==> src/rtl/seq_comp_ctrl.sv <==
// Sequencer for the bit-serial magnitude comparator: loads parallel operands,
// clears the comparator, streams bits LSB-first and registers gt/eq/lt.
module seq_comp_ctrl #(
    parameter int WIDTH = 8,
    parameter int CNT_W = 6
) (
    input  logic             clk,
    input  logic             reset,
    input  logic             start,
    input  logic [WIDTH-1:0] a_in,
    input  logic [WIDTH-1:0] b_in,
    output logic             busy,
    output logic             done,
    output logic             gt,
    output logic             eq,
    output logic             lt,
    output logic             cmp_err,
    output logic             ser_a,
    output logic             ser_b,
    output logic             cmp_rst_n,
    input  logic             cmp_gt,
    input  logic             cmp_eq,
    input  logic             cmp_lt
);

    typedef enum logic [1:0] {
        S_IDLE,
        S_CLEAR,
        S_SHIFT,
        S_DONE
    } state_t;

    state_t           state;
    state_t           state_nx;
    logic [WIDTH-1:0] sh_a;
    logic [WIDTH-1:0] sh_b;
    logic [CNT_W-1:0] cnt;
    logic             last;

    assign last = (cnt == CNT_W'(WIDTH - 1));

    always_ff @(posedge clk or posedge reset) begin
        if (reset) begin
            state <= S_IDLE;
        end else begin
            state <= state_nx;
        end
    end

    always_comb begin
        state_nx  = state;
        busy      = 1'b0;
        done      = 1'b0;
        cmp_rst_n = 1'b0;
        ser_a     = 1'b0;
        ser_b     = 1'b0;
        unique case (state)
            S_IDLE: begin
                if (start) state_nx = S_CLEAR;
            end
            S_CLEAR: begin
                busy     = 1'b1;
                state_nx = S_SHIFT;
            end
            S_SHIFT: begin
                busy      = 1'b1;
                cmp_rst_n = 1'b1;
                ser_a     = sh_a[0];
                ser_b     = sh_b[0];
                if (last) state_nx = S_DONE;
            end
            S_DONE: begin
                done     = 1'b1;
                state_nx = S_IDLE;
            end
            default: state_nx = S_IDLE;
        endcase
    end

    // Result flags change only on the MSB capture edge; held otherwise.
    always_ff @(posedge clk or posedge reset) begin
        if (reset) begin
            sh_a    <= '0;
            sh_b    <= '0;
            cnt     <= '0;
            gt      <= 1'b0;
            eq      <= 1'b1;
            lt      <= 1'b0;
            cmp_err <= 1'b0;
        end else begin
            if (state == S_IDLE && start) begin
                sh_a    <= a_in;
                sh_b    <= b_in;
                cnt     <= '0;
                cmp_err <= 1'b0;
            end
            if (state == S_SHIFT) begin
                sh_a <= sh_a >> 1;
                sh_b <= sh_b >> 1;
                cnt  <= cnt + CNT_W'(1);
                if (last) begin
                    gt      <= cmp_gt;
                    eq      <= cmp_eq;
                    lt      <= cmp_lt;
                    cmp_err <= !$onehot({cmp_gt, cmp_eq, cmp_lt});
                end
            end
        end
    end

endmodule

==> config.mk <==
export PLATFORM = sky130hd
export DESIGN_NAME = seq_comp_ctrl
export DESIGN_NICKNAME = d
export VERILOG_FILES = /design/src/rtl/seq_comp_ctrl.sv
export SDC_FILE = /design/constraint.sdc
export NUM_CORES = 1
export LEC_CHECK = 0
export CAP_MARGIN = 25
export CELL_PAD_IN_SITES_DETAIL_PLACEMENT = 0
export CELL_PAD_IN_SITES_GLOBAL_PLACEMENT = 1
export CORE_MARGIN = 2
export CORE_UTILIZATION = 35
export CTS_CLUSTER_DIAMETER = 100
export DETAILED_ROUTE_END_ITERATION = 10
export PLACE_DENSITY_LB_ADDON = 0.12
export SYNTH_ARGS = -nofsm -noshare
export SYNTH_HDL_FRONTEND = slang
export SYNTH_SLANG_ARGS = --single-unit
==> constraint.sdc <==
create_clock -name clk -period 1.5 [get_ports clk]
set_input_delay 0.3 -clock clk [delete_from_list [all_inputs] [get_ports clk]]
set_output_delay 0.3 -clock clk [all_outputs]
set_load 0.01 [all_outputs]
Word level (Yosys, flattened, before mapping)
Index checks and enable logic that the tools add are counted.

Bits of input ports: 22. Flip-flop bits (word level): 28. Logic and storage cells: 42. Output and inout port bits: 9.

Reduce and logical (&&, ||, !) cells: 7. Eq/ne operators: 7. Muxes and demuxes: 17. $add $sub $neg: 3.

Operator list (number): $mux 8 (4); $mux 6 (2); $mux 1 (8); $pmux 2 s4 (1); $add 6x1->6 const B (1); $eq 6x3->1 const B (1); $eq 2x1->1 const B (2); $eq 2x2->1 const B (2); $mux 2 (2); $ne 2x2->1 const B (2); $reduce_and 2->1 (2); $add 1x1->2 (1); $add 2x1->2 (1); $logic_not 2->1 (1); $reduce_bool 2->1 (1); $reduce_or 2->1 (1); $logic_and 1x1->1 (1); $logic_not 1->1 (1).

Depth between registers and ports, before layout
Word-level depth: 6. Depth in mapped cells: 6. Depth with buffers taken out: 5.

Worst setup path before layout
No wires, ideal clock.

Path kind: reg2out. From: register state[0]. To: output port ser_a. Data required time: 1.200 ns. Path slack: -0.090 ns. Buffers on the path: 2. Stages on the path, launching flop included: 6. Data arrival time: 1.290 ns. Path through: dfrtp_1 -> inv_1 -> ha_1 -> buf_6 -> clkbuf_1 -> and2_1.

Cells in the longest elaborated chain, start to end: 2.

RTL lines: start, declared (RTL line 33) `state_t state;`; start signal, assigned (RTL line 46) `state <= state_nx;`; $eq 2x2->1 (RTL line 57) `unique case (state)`; $mux 1 (RTL line 57); end, declared (RTL line 18) `output logic ser_a,`.

No other way between the ends.

Final worst setup path
From: register state[1]. To: output port ser_b.

Cells in the longest elaborated chain, start to end: 2.

RTL lines: $eq 2x2->1 (RTL line 57); $mux 1 (RTL line 57); end, declared (RTL line 19) `output logic ser_b,`.

No other way between the ends.

==> flow_summary_export.csv <==
group,metric,value,unit
cts,cts-root-buf,"clkbuf_8",
cts,cts_buffer_depth,2,
timing,setup_violations,3,
floorplanning,row_count,23,
place,portBuffers,30,
cts,cts.clk_slew.worst_paths,0.09,ns
cts,worstSkewPairLatency,0.27,ns
floorplanning,die_area,4640,um^2
place,hpwl,2100,um
timing,fmax,657,MHz
final_layout,num-nets-final,211,
logic_synthesis,ys_ff_latch,28,
critical_path,crit_type,"register to output pin",
critical_path,required,1.20,ns
run,cap_violations,0,
cts,cts.sinks,28,
cts,cts_buffers,3,
critical_path,rr_endpoint,"gt$_DFFE_PP0P_",
cts,holdBufCountCts,0,
critical_path,end_kind,"output pin",
grt,grt_max_degree,17,
grt,grt_pass1_wl,5080,um
floorplanning,initial_core_util,36.2,%
logic_synthesis,synth_nets,164,
logic_synthesis,synthDistinctLibCells,29,
logic_synthesis,syn_inst,136,
route,vias,1100,
final_layout,n_antenna_cell,0,
timing,hold_ws,0.340,ns
critical_path,critPathLaunchType,"register",
cts,tritoncts,"yes",
logic_synthesis,ys_seq_area_share,48.8,%
critical_path,worstPathMaxFanout,6,
power,ir_drop,0.00108,V
critical_path,r2r_setup_slack,0,ns
logic_synthesis,synth_area,1440,um^2
power,power,3.36,mW
power,leakagePower,1.03,nW
route,routedWlPerCell,13.1,um
timing,layout_worst_path_cycle_share,101,%
min_path,hp-class,"input pin to asynchronous set/reset pin",
grt,track_usage,14.7,%
timing,clock_skew,0.00215,ns
critical_path,r2r_cells,6,
floorplanning,pin_count,31,
route,vias_per_cell,4.74,
grt,overflow,0,
logic_synthesis,synth.avg_cell_area,10.6,um^2
timing,setup_ws,-0.0213,ns
power,cellPowerDensity,1650,nW/um^2
timing,slew_viol_final,0,
grt,antenna_found_initial,0,
floorplanning,die_h,68.1,um
run_status,outcome,"complete, but fails checks",
timing,period_minus_slack,1.52,ns
place,place_congestion,0.749,
final_layout,synthToLayoutAreaGrowth,41.6,%
cts,htreeDepth,1,
timing,rsz0062_at_grt,"yes",
route,drt_iter0_markers,29,
critical_path,worstPathArrival,1.22,ns
route,first_pass_iters,4,
route,post-route-drc-count,0,
floorplanning,coreArea,3970,um^2
timing,tightest_slew,0.266,ns
grt,grt_pass1_vias,1100,
final_layout,drive_gt1_share,23.1,%
floorplanning,die_w,68.1,um
route,ant_nets,0,
logic_synthesis,yosysWarnings,0,
critical_path,reg2reg_from,"state[1]$_DFFE_PP0P_",
route,routed_wl,3040,um
run_status,failed_checks,"negative setup slack",
timing,slew_headroom,82.3,%
timing,final_hold_viol_count,0,
-- sequential cells by signal (all words and copies together) (netlist names) --
register,cells
sh_b,8
gt,1
lt,1
eq,1
state,2
sh_a,8
cmp_err,1
cnt,6
-- per-layer routing --
| metal | part of all wire (%) | GRT usage (%) | routed length, um |
|---|---|---|---|
| met5 | 0 | 0 | 0 |
| met4 | 0.59 | 5.25 | 18 |
| met3 | 5.1 | 2.30 | 156 |
| met2 | 49 | 24.9 | 1480 |
| met1 | 45 | 19.0 | 1380 |
-- worst max path at each step --
stage	from	to	slack, ns	depth (start not counted)
2_1_floorplan	state[0]$_DFFE_PP0P_	ser_a	0.01	5
3_3_place_gp	state[0]$_DFFE_PP0P_	ser_b	-0.22	5
3_5_place_dp	state[0]$_DFFE_PP0P_	ser_b	-0.25	5
4_1_cts	state[1]$_DFFE_PP0P_	ser_b	-0.04	4
5_1_grt	state[1]$_DFFE_PP0P_	ser_b	-0.09	4
6_report	state[1]$_DFFE_PP0P_	ser_b	-0.02	4
-- cells in the mapped netlist (all sizes together) --
| cell | instances | area, um^2 |
|---|---|---|
| and3b | 2 | 18.8 |
| fa | 1 | 20.0 |
| o32ai | 1 | 8.76 |
| o211ai | 1 | 7.51 |
| a21oi | 4 | 20.0 |
| o31ai | 1 | 7.51 |
| and2b | 1 | 7.51 |
| nor2 | 1 | 20.0 |
| nand3 | 5 | 37.5 |
| mux2 | 3 | 45.0 |
| xor2 | 1 | 8.76 |
| and2 | 2 | 12.5 |
| mux2i | 15 | 150 |
| o21ai | 22 | 110 |
| nand4 | 1 | 6.26 |
| buf | 4 | 35.0 |
| dfrtp | 27 | 676 |
| clkbuf | 3 | 11.3 |
| nor2b | 2 | 12.5 |
| ha | 5 | 62.6 |
| inv | 8 | 30.0 |
| nand2 | 23 | 86.3 |
| o221ai | 1 | 8.76 |
| o32a | 1 | 10.0 |
| dfstp | 1 | 26.3 |
-- final cells by class --
cell class,instances,area (um^2)
Inverter,8,30.0
Fill cell,369,1930
Timing Repair Buffer,49,490
Tap cell,50,62.6
Multi-Input combinational cell,93,697
Sequential cell,28,702
Clock buffer,4,55.1
-- cells by family (layout without fill, tap and decap cells) --
family / count (synthesis) / in the layout / share of synthesized area (%)
compound gates: 31 / 31 / 12.0
xor+xnor: 1 / 1 / 0.609
fa+ha+maj: 6 / 6 / 5.74
buf+inv: 15 / 61 / 5.30
flops: 28 / 28 / 48.8
mux: 18 / 18 / 13.6
simple gates: 37 / 37 / 14.0
-- cells in the final DEF, fill, tap and decap left out, drive strengths merged --
| cell | instances |
|---|---|
| dfrtp | 27 |
| nand2 | 23 |
| buf | 23 |
| o21ai | 22 |
| clkdlybuf4s50 | 21 |
| mux2i | 15 |
| inv | 8 |
| nand3 | 5 |
| clkbuf | 5 |
| ha | 5 |
| a21oi | 4 |
| mux2 | 3 |
| dlymetal6s2s | 3 |
| nor2b | 2 |
| and3b | 2 |
| and2 | 2 |
| and2b | 1 |
| nor2 | 1 |
| o32ai | 1 |
| o32a | 1 |
| nand4 | 1 |
| o211ai | 1 |
| xor2 | 1 |
| o221ai | 1 |
| o31ai | 1 |
| fa | 1 |
| dfstp | 1 |
| dlygate4sd2 | 1 |
-- repair_timing --
item / 4_1_cts / 5_1_grt
setup buffers: 3 / 1
gates resized for setup: 31 / 9
cloned: 0 / 1
endpoints found under the setup margin: 23 / 27
pin swaps: 2 / 0
-- critical path: stages (launching register included) --
cell	delay, ns
dfrtp_1	0.40
buf_6	0.12
ha_4	0.17
and2_1	0.13
buf_2	0.13
-- report_power, final --
part | switching, mW | internal (mW)
registers | 0.164 | 1.05
clock network | 0.221 | 0.235
logic | 0.786 | 0.909
-- metrics by stage --
| stage | std cells | instance area (um^2) | setup TNS, ns | utilization (%) | setup WS [ns] |
|---|---|---|---|---|---|
| after detailed placement | 224 | 1910 | -1.65 | 48.0 | -0.249 |
| after floorplan | 136 | 1440 | 0 | - | 0.0111 |
| after global placement | 224 | 1910 | -1.31 | 48.0 | -0.218 |
| after CTS | 230 | 1980 | -0.0719 | 50.0 | -0.0359 |
| final | 232 | 2040 | -0.0327 | 51.3 | -0.0213 |
| after global routing | 232 | 2040 | -0.380 | 51.3 | -0.0861 |
Note: power is estimated with default switching activity, not from simulation.
